$ cat src/rtl/mem_port_arbiter.sv
// mem_port_arbiter: shares one single-port memory between the instruction
// fetch (IF) and data memory (DM) requesters. DM has priority; a starvation
// counter forces an IF win after STARVE_LIMIT consecutive denied cycles.
// Commands are registered, reads return two cycles after grant, and a
// 2-deep tag pipe routes each return to its requester.
module mem_port_arbiter #(
  parameter int ADDR_WIDTH   = 8,
  parameter int DATA_WIDTH   = 16,
  parameter int STARVE_LIMIT = 4
) (
  input  logic                  clk,
  input  logic                  rst,
  input  logic                  if_req,
  input  logic [ADDR_WIDTH-1:0] if_addr,
  output logic                  if_gnt,
  output logic                  if_rvalid,
  output logic [DATA_WIDTH-1:0] if_rdata,
  input  logic                  flush,
  input  logic                  dm_req,
  input  logic                  dm_we,
  input  logic [ADDR_WIDTH-1:0] dm_addr,
  input  logic [DATA_WIDTH-1:0] dm_wdata,
  output logic                  dm_gnt,
  output logic                  dm_rvalid,
  output logic [DATA_WIDTH-1:0] dm_rdata,
  output logic [ADDR_WIDTH-1:0] mem_addr,
  output logic                  mem_rd,
  output logic                  mem_wr,
  output logic [DATA_WIDTH-1:0] mem_w_data,
  input  logic [DATA_WIDTH-1:0] mem_r_data,
  output logic [15:0]           if_wait_cnt
);

  localparam logic [7:0] LIMIT = 8'(STARVE_LIMIT);

  logic [7:0]            starve_cnt;
  logic                  starved;
  logic                  if_wait;
  logic                  push_vld;
  logic                  push_if;
  logic                  tag_vld_p1;
  logic                  tag_if_p1;
  logic                  tag_vld_p2;
  logic                  tag_if_p2;
  logic [DATA_WIDTH-1:0] if_rdata_q;
  logic [DATA_WIDTH-1:0] dm_rdata_q;

  function automatic logic [7:0] sat_starve(input logic [7:0] v);
    return (v >= LIMIT) ? LIMIT : v + 8'd1;
  endfunction

  function automatic logic [15:0] sat_wait(input logic [15:0] v);
    return (v == 16'hFFFF) ? v : v + 16'd1;
  endfunction

  assign starved = (starve_cnt == LIMIT);

  // Grant selection: DM first unless IF has been starved; flush blocks a lone IF.
  always_comb begin
    if_gnt = 1'b0;
    dm_gnt = 1'b0;
    if (!rst) begin
      if (dm_req && if_req) begin
        if (starved) if_gnt = 1'b1;
        else         dm_gnt = 1'b1;
      end else if (dm_req) begin
        dm_gnt = 1'b1;
      end else if (if_req && !flush) begin
        if_gnt = 1'b1;
      end
    end
  end

  assign if_wait  = if_req & ~if_gnt;
  assign push_if  = if_gnt;
  assign push_vld = if_gnt | (dm_gnt & ~dm_we);

  // Stage p0 -> p1: register the winning command toward the memory.
  always_ff @(posedge clk or posedge rst) begin
    if (rst) begin
      mem_addr   <= '0;
      mem_rd     <= 1'b0;
      mem_wr     <= 1'b0;
      mem_w_data <= '0;
    end else if (dm_gnt) begin
      mem_addr   <= dm_addr;
      mem_rd     <= ~dm_we;
      mem_wr     <= dm_we;
      mem_w_data <= dm_wdata;
    end else if (if_gnt) begin
      mem_addr   <= if_addr;
      mem_rd     <= 1'b1;
      mem_wr     <= 1'b0;
    end else begin
      mem_rd     <= 1'b0;
      mem_wr     <= 1'b0;
    end
  end

  // Return tag pipe p1 -> p2; flush kills every in-flight IF tag, including one entering now.
  always_ff @(posedge clk or posedge rst) begin
    if (rst) begin
      tag_vld_p1 <= 1'b0;
      tag_if_p1  <= 1'b0;
      tag_vld_p2 <= 1'b0;
      tag_if_p2  <= 1'b0;
    end else begin
      tag_vld_p1 <= push_vld & ~(push_if & flush);
      tag_if_p1  <= push_if;
      tag_vld_p2 <= tag_vld_p1 & ~(tag_if_p1 & flush);
      tag_if_p2  <= tag_if_p1;
    end
  end

  assign if_rvalid = tag_vld_p2 &  tag_if_p2 & ~flush;
  assign dm_rvalid = tag_vld_p2 & ~tag_if_p2;
  assign if_rdata  = if_rvalid ? mem_r_data : if_rdata_q;
  assign dm_rdata  = dm_rvalid ? mem_r_data : dm_rdata_q;

  // Hold the last delivered read data for each requester between returns.
  always_ff @(posedge clk or posedge rst) begin
    if (rst) begin
      if_rdata_q <= '0;
      dm_rdata_q <= '0;
    end else begin
      if (if_rvalid) if_rdata_q <= mem_r_data;
      if (dm_rvalid) dm_rdata_q <= mem_r_data;
    end
  end

  // Starvation and wait counters both advance on every cycle IF is left waiting.
  always_ff @(posedge clk or posedge rst) begin
    if (rst) begin
      starve_cnt  <= 8'd0;
      if_wait_cnt <= 16'd0;
    end else begin
      starve_cnt <= if_wait ? sat_starve(starve_cnt) : 8'd0;
      if (if_wait) if_wait_cnt <= sat_wait(if_wait_cnt);
    end
  end

endmodule

$ cat config.mk
export PLATFORM = sky130hd
export DESIGN_NAME = mem_port_arbiter
export DESIGN_NICKNAME = d
export VERILOG_FILES = /design/src/rtl/mem_port_arbiter.sv
export SDC_FILE = /design/constraint.sdc
export NUM_CORES = 1
export LEC_CHECK = 0
export ABC_AREA = 1
export CORE_ASPECT_RATIO = 1.4
export CORE_UTILIZATION = 45
export CTS_CLUSTER_SIZE = 20
export DETAILED_ROUTE_END_ITERATION = 6
export PLACE_DENSITY = 0.88
export SLEW_MARGIN = 30
export SYNTH_ARGS = -nofsm -noshare
export SYNTH_HDL_FRONTEND = slang
export SYNTH_SLANG_ARGS = --single-unit
$ cat constraint.sdc
create_clock -name clk -period 5.6 [get_ports clk]
set_input_delay 1.12 -clock clk [delete_from_list [all_inputs] [get_ports clk]]
set_output_delay 1.12 -clock clk [all_outputs]
set_load 0.1 [all_outputs]
# [Word level (Yosys, flattened, before mapping)]
# Cells that the tools add are included.
# W data, S select, Z words.
[totals] register_bits=86 latch_bits=0 mem_bits_rw=0 rom_bits=0 out_inout_bits=78 mem_count=0
[classes] addsub=2 multipliers=0 div=0 magnitude_cmp=1 eq_ne=2 shift=0 muxes=18 bitwise_logic=17 reduce_logical=5
[ops] op="$mux W16" count=2
[ops] op="$mux W8" count=4
[ops] op="$add A16 B1 Y16 const B" count=1
[ops] op="$eq A16 B16 Y1 const B" count=1
[ops] op="$mux W1" count=12
[ops] op="$and A1 B1 Y1" count=9
[ops] op="$add A8 B1 Y8 const B" count=1
[ops] op="$eq A8 B3 Y1 const B" count=1
[ops] op="$ge A8 B3 Y1 const B" count=1
[ops] op="$not A1 Y1" count=7
[ops] op="$logic_and A1 B1 Y1" count=2
[ops] op="$reduce_and A2 Y1" count=1
[ops] op="$reduce_bool A2 Y1" count=1
[ops] op="$logic_not A1 Y1" count=1
[ops] op="$or A1 B1 Y1" count=1

# [Longest topological paths before layout]
# Gate-level depths: netlist (run 1).
[logic_depth] depth_word=9 depth_mapped=12 ltp_nobuf=11

# [Worst setup path before layout (run 1)]
# OpenSTA, ideal clock, no wires.
[synth_timing] path_kind="input -> output" startpoint="input port flush" endpoint="output port if_rdata[0]" arrival_time_ns=6.066 t_required_ns=4.480 path_slack_ns=-1.586 path_stages=4 cell_sequence="nor3_1 -> inv_1 -> clkbuf_1 -> o21ai_0"
[synth_via] elab_chain_len=3
[synth_lines] item="start, declared" line="18" text="input logic flush,"
[synth_lines] item="$not A1 Y1" line="115" text="assign if_rvalid = tag_vld_p2 & tag_if_p2 & ~flush;"
[synth_lines] item="$and A1 B1 Y1" line="115"
[synth_lines] item="$mux W16"
[synth_lines] item="end, declared" line="17" text="output logic [DATA_WIDTH-1:0] if_rdata,"
# No other way between the ends.

# [Worst setup path after layout (run 1)]
[layout_timing] startpoint="input port if_req" endpoint="output port dm_gnt"
[layout_via] elab_chain_len=3
[layout_lines] item="start, declared" line="13" text="input logic if_req,"
[layout_lines] item="$logic_and A1 B1 Y1" line="63" text="if (dm_req && if_req) begin"
[layout_lines] item="$mux W1" line="63"
[layout_lines] item="$mux W1" line="62" text="if (!rst) begin"
[layout_lines] item="end, declared" line="23" text="output logic dm_gnt,"
# No other way between the ends.

==> run summary, run 1 <==
Htree depth: 3
Share of layout cells above drive strength 1: 8.53%
Setup crit end kind: primary output
R2r endpoint: if_wait_cnt[10]$_DFFE_PP0P_
Sequential area share after synthesis: 56.8%
Crit path max-delay family: buffers and inverters
Post-DP HPWL: 6.62 mm
Final Cycle Share: 75.3%
Post-synth EDFFs: 0
Worst Path Arrival: 3.10 ns
DRT Pass-1 Iters: 6
Sw Ratio: 43.0%
NetSw: 0.00103 W
Primary FF master, synth: dfrtp_1
Crit path from: if_req
Slowest-stage cell, CP: clkdlybuf4s50_1
# hold bufs at CTS: 0
Drc violations: 0
Critical path fanouts, max: 35
Maximum capacitance violations: 0
Clock Power Share: 27.8%
Die ar.: 0.00880 mm²
Hold Vio Cnt, Final: 0
Yosys cell types: 26
Setup Fix Bufs, Post-CTS: 0
Core Region: 0.00815 mm²
Minimum clock period: 4.22 ns
Grt ovf: 0
CP endpoint: dm_gnt
Pins Over Slew Limit: 0
Antenna violations before repair: 0
Worst-Skew Late Latency: 0.33 ns
PortBufs: 131
Antenna Nets Post-Route: 0
Buf/Inv on CP: 5
Chip Height: 111 µm
CP Class: input port to primary output
Peak Freq: 237 MHz
All-Layer GR Usage: 22.2%
Comb pwr share: 40.6%
Layout area overhead: 44.9%
First-pass GRT wire length: 15.2 mm
Internal reg-to-reg setup slack: 3.61 ns
Max VDD drop: 266 µV
Path depth of the worst reg2reg path: 11
Sequential Power Share: 31.6%
Root Buffer: clkbuf_16
Average wire per standard cell: 13.2 µm
Leakage power: 2.74 nW
Post-CTS sizing: 0
Top Ports: 132
Slew margin rel.: 33.0%
RSZ-0062 raised after global routing: false
Avg Cell Area, Syn: 8.42 µm²
Crit-path most repeated cell: buf_4
Final clock skew: 0.00594 ns
Largest net degree at the start of global routing: 87
Clk sinks: 86
Starting Density: 46.5%
Setup ws final: 1.38 ns
Max stage delay on crit path: 0.45 ns
Vias per inst: 4.97
Final setup TNS: 0 ns
Status: complete, no violations
Cell internal pwr: 0.00136 W
Crit-path cells: clkdlybuf4s50_1, buf_4, nand2_1, nor2_1, nand3_1, nand2_2, buf_4, inv_2, buf_4
Number of global-route vias before repair: 3482
PwrDens: 435 mW/mm²
WL final: 9.09 mm
Clock slew at reported path FFs: 0.06 ns
Worst slack, placed: 1.36 ns
CP required: 4.48 ns
Diode count: 0
Critical path depth: 9
Nets: 639
Worst-Margin Slew: 1.00 ns
Die width: 79.6 µm
CTS tree: done
Vias post-DR: 3418
Drt first-iter violations: 228
# setup viols final: 0
R2R Path Start: starve_cnt[0]$_DFF_PP0_
Ys Warns: 0
Gpl congestion: 0.897
Num CTS Buffers: 9
Cell Area, Synth: 0.00379 mm²
Mapped Cells: 450
Async SR Flop Fraction: 100%
Num rows: 39
Max clock buf depth: 2
Startpoint types: input port
Number of synthesized register bits: 86
Hold Crit Class: flop to flop
==> metrics by stage <==
stage          instances  instance area, µm²  power, W  hold WS, ns  utilization [%]
2_1_floorplan        454                3810   0.00150        0.349                -
3_3_place_gp         673                5150   0.00172        0.356             63.2
3_5_place_dp         673                5150   0.00174        0.359             63.2
4_1_cts              688                5490   0.00241        0.373             67.4
5_1_grt              688                5490   0.00248        0.399             67.4
6_report             688                5490   0.00239        0.377             67.4
==> power groups by stage <==
stage | registers [W] | logic (W) | clock network [W]
5_1_grt | 0.000764 | 0.00101 | 0.000708
2_1_floorplan | 0.00105 | 0.000452 | 0
4_1_cts | 0.000755 | 0.000975 | 0.000683
6_report | 0.000756 | 0.000970 | 0.000665
3_3_place_gp | 0.000761 | 0.000958 | 0
3_5_place_dp | 0.000765 | 0.000972 | 0
==> worst min path at each step <==
stage                         from             endpoint  slack, ns  cells after the start
4_1_cts        tag_if_p1$_DFF_PP0_  tag_if_p2$_DFF_PP0_       0.37                      0
3_3_place_gp   tag_if_p1$_DFF_PP0_  tag_if_p2$_DFF_PP0_       0.36                      0
5_1_grt        tag_if_p1$_DFF_PP0_  tag_if_p2$_DFF_PP0_       0.40                      0
2_1_floorplan  tag_if_p1$_DFF_PP0_  tag_if_p2$_DFF_PP0_       0.35                      0
6_report       tag_if_p1$_DFF_PP0_  tag_if_p2$_DFF_PP0_       0.38                      0
3_5_place_dp   tag_if_p1$_DFF_PP0_  tag_if_p2$_DFF_PP0_       0.36                      0
==> cell usage in the layout (no fill, tap or decap) <==
cell type / netlist / routed
nor2_1: 17 / 17
xnor2_1: 2 / 2
buf_4: 0 / 21
bufinv_16: 0 / 3
clkbuf_16: 0 / 9
o21ai_1: 0 / 16
buf_6: 1 / 1
nand4_4: 1 / 1
nor3_4: 1 / 1
nand4_1: 21 / 21
nor3_2: 1 / 2
dfrtp_1: 86 / 86
o21ai_0: 34 / 18
ha_1: 3 / 3
nand2_2: 2 / 2
nand3_1: 18 / 18
clkbuf_1: 9 / 1
nand3b_1: 4 / 4
clkdlybuf4s50_1: 0 / 113
nand3_2: 1 / 1
nor2_4: 1 / 1
conb_1: 1 / 5
clkinv_2: 0 / 2
clkbuf_8: 0 / 1
nor3_1: 3 / 2
inv_1: 37 / 36
nor2_2: 3 / 3
nand2_1: 190 / 190
inv_2: 2 / 2
a21boi_0: 1 / 1
xor2_1: 3 / 3
==> cell usage after synthesis (4+ instances only) <==
library cell,number,area (µm²)
buf_2,7,35.0
nand4_1,21,131
nor2_1,17,63.8
o21ai_0,34,170
dfrtp_1,86,2150
nand2_1,190,713
nand3_1,18,90.1
clkbuf_1,9,33.8
nand3b_1,4,30.0
inv_1,37,139
==> worst register-to-register path, stage by stage, from the launching register on <==
cell	delay [ns]
dfrtp_1	0.38
inv_1	0.05
ha_1	0.19
nand2_1	0.07
nor2_1	0.04
nand3_1	0.11
nand2_1	0.08
nand2_1	0.08
buf_4	0.31
nand3_2	0.34
nand2_1	0.15
nand2_1	0.06
==> layer usage <==
metal / track usage, % / part of all wire [%]
met3: 8.93 / 8.5
met2: 38.5 / 51
met5: 0 / 0
met1: 22.8 / 38
met4: 9.82 / 1.9
==> flip-flops by register name, indices dropped and copies added (netlist names), 8 cells and up <==
| name | flops |
|---|---|
| mem_w_data | 16 |
| if_wait_cnt | 16 |
| if_rdata_q | 16 |
| dm_rdata_q | 16 |
| starve_cnt | 8 |
| mem_addr | 8 |
==> logic make-up (layout without fill, tap and decap cells) <==
kind of cell / Yosys count / after routing / share of synthesized area [%]
buffers and inverters: 57 / 189 / 6.08
other: 1 / 5 / 0.0990
xor gates and xnor gates: 5 / 5 / 1.16
AOI/OAI and AO/OA: 35 / 35 / 4.69
and+or+nand+nor: 263 / 263 / 30.2
adders and majority gates: 3 / 3 / 0.991
DFF: 86 / 86 / 56.8
==> area by class of cell <==
| cell class | count | area [µm²] |
|---|---|---|
| Multi-Input combinational cell | 311 | 1430 |
| Clock inverter | 4 | 95.1 |
| Inverter | 39 | 148 |
| Fill cell | 630 | 2660 |
| Clock buffer | 11 | 243 |
| Sequential cell | 86 | 2150 |
| Timing Repair Buffer | 135 | 1300 |
| Tap cell | 102 | 128 |
Note: power is estimated with default switching activity, not from simulation.
==> run 2, diff against run 1 <==
==> constraint.sdc (replaced) <==
create_clock -name clk -period 4.3 [get_ports clk]
set_input_delay 0.86 -clock clk [delete_from_list [all_inputs] [get_ports clk]]
set_output_delay 0.86 -clock clk [all_outputs]
set_load 0.1 [all_outputs]
==> run 2 against run 1 <==
Against the previous run: largest power group unchanged; register-to-register slack got worse by 1.3 ns; cell count rose by 0.29%; combinational power rose by 38%; clock power rose by 5.4%; sequential share of layout area decreased by 1.3 points; sequential cell count unchanged; worst hold slack lost 0.0040 ns; utilization increased by 2.4 points.
==> run summary, run 2 (synthesized netlist as in run 1, its figures left out) <==
Non-filler cells, final: 690
Drt first-iter violations: 269
PwrDens: 531 mW/mm²
Maximum capacitance violations: 0
Sequential Power Share: 32.5%
First-pass GRT wire length: 15.3 mm
Layout area overhead: 50.1%
Largest net degree at the start of global routing: 87
Clock Power Share: 23.2%
Minimum clock period: 3.26 ns
Sw Ratio: 45.7%
Setup Fix Bufs, Post-CTS: 0
Root Buffer: clkbuf_16
# hold bufs at CTS: 0
NetSw: 0.00138 W
Average wire per standard cell: 13.2 µm
Max clock buf depth: 2
Critical path fanouts, max: 26
All-Layer GR Usage: 22.4%
Htree depth: 3
WL final: 9.11 mm
Final clock skew: 0.00695 ns
PortBufs: 131
Num CTS Buffers: 9
Comb pwr share: 44.3%
Share of layout cells above drive strength 1: 14.6%
Final Power: 0.00302 W
Final Cycle Share: 75.9%
Max VDD drop: 370 µV
Clk sinks: 86
Worst-Skew Late Latency: 0.33 ns
Post-DP HPWL: 6.67 mm
RSZ-0062 raised after global routing: false
Leakage power: 2.82 nW
Top Ports: 132
Clock slew at reported path FFs: 0.06 ns
Most common cell after layout, fill and taps aside: nand2_1
Grt ovf: 0
Hold Crit Class: flop to flop
DP Cell Count: 674
DRT Pass-1 Iters: 4
Number of global-route vias before repair: 3382
Pins Over Slew Limit: 0
Antenna violations before repair: 0
Antenna Nets Post-Route: 0
Nets: 640
Final Util: 69.8%
CP Class: input port to primary output
Startpoint types: input port
Gpl congestion: 0.833
Starting Density: 46.5%
Cell internal pwr: 0.00164 W
Die ar.: 0.00880 mm²
Worst Path Arrival: 2.40 ns
CTS tree: done
Status: complete, no violations
Slew margin rel.: 32.6%
Fin area: 0.00569 mm²
Leading cell types in the layout, fill and taps excluded: nand2_1 (190), clkdlybuf4s50_1 (96), dfrtp_1 (86)
Die width: 79.6 µm
Fill cell count: 623
Vias per inst: 5.00
CP required: 3.44 ns
Post-CTS sizing: 0
Setup crit end kind: primary output
Core Region: 0.00815 mm²
Drc violations: 0
Worst-Margin Slew: 1.01 ns
Diode count: 0
# setup viols final: 0
Hold Vio Cnt, Final: 0
Chip Height: 111 µm
Num rows: 39
Vias post-DR: 3447
Post-DP Area: 0.00541 mm²
Peak Freq: 306 MHz
## run 2: cell count changes in the layout (fill, tap and decap cells not counted)
cell / delta
clkinvlp_4: +5
buf_12: +18
o21ai_0: -16
clkbuf_1: -1
bufinv_16: -3
nor3_2: -1
nor3_4: +1
clkdlybuf4s50_1: -17
inv_6: +1
o21ai_2: +16
clkbuf_8: -1
## run 2: area by class of cell
class	count	area, µm²	share of cell area, %
well taps	102	128	2.24
flip-flops and latches	86	2150	37.8
multi-input cells	311	1490	26.2
inverters	39	150	2.64
repair buffers	136	1490	26.2
clock inverters	7	48.8	0.858
clock buffers	9	225	3.96
## run 2: per-stage QoR
step           TNS, ns  setup slack [ns]  hold WS, ns
3_3_place_gp         0              1.09        0.351
5_1_grt              0             0.933        0.390
2_1_floorplan    -2.56            -0.161        0.349
4_1_cts              0              1.03        0.377
6_report             0              1.04        0.373
3_5_place_dp         0              1.04        0.364
## run 2: path summary, 6_finish.rpt
kind / startpoint / cells past startpoint / end / slack, ns
max: if_req / 8 / dm_gnt / 1.04
min: tag_if_p1$_DFF_PP0_ / 0 / tag_if_p2$_DFF_PP0_ / 0.37
max reg2reg: starve_cnt[0]$_DFF_PP0_ / 11 / if_wait_cnt[10]$_DFFE_PP0P_ / 2.32
min reg2reg: tag_if_p1$_DFF_PP0_ / 0 / tag_if_p2$_DFF_PP0_ / 0.37
max in group asynchronous: rst / 3 / dm_rdata_q[3]$_DFF_PP0_ / 2.65
min in group asynchronous: rst / 3 / starve_cnt[0]$_DFF_PP0_ / 1.17
## run 2: power groups by stage
stage          registers [W]  logic, W  clock network (W)
5_1_grt             0.000994   0.00139           0.000756
4_1_cts             0.000982   0.00135           0.000720
2_1_floorplan        0.00136  0.000605                  0
3_3_place_gp        0.000990   0.00133                  0
6_report            0.000982   0.00134           0.000701
3_5_place_dp        0.000995   0.00134                  0
## run 2: metal layers
| layer | vias up | GRT usage, % | share of wire (%) |
|---|---|---|---|
| li1 | 1687 | - | - |
| met4 | 0 | 8.85 | 1.5 |
| met2 | 132 | 37.7 | 52 |
| met1 | 1615 | 26.4 | 39 |
| met5 | - | 0 | 0 |
| met3 | 13 | 6.69 | 7.0 |
## run 2: worst max-delay path, stage by stage
cell and delay, ns:
clkdlybuf4s50_1 0.45, buf_4 0.25, nand2_1 0.09, nor2_1 0.11, nand3_1 0.12, nand2_2 0.10, inv_2 0.18, buf_12 0.24
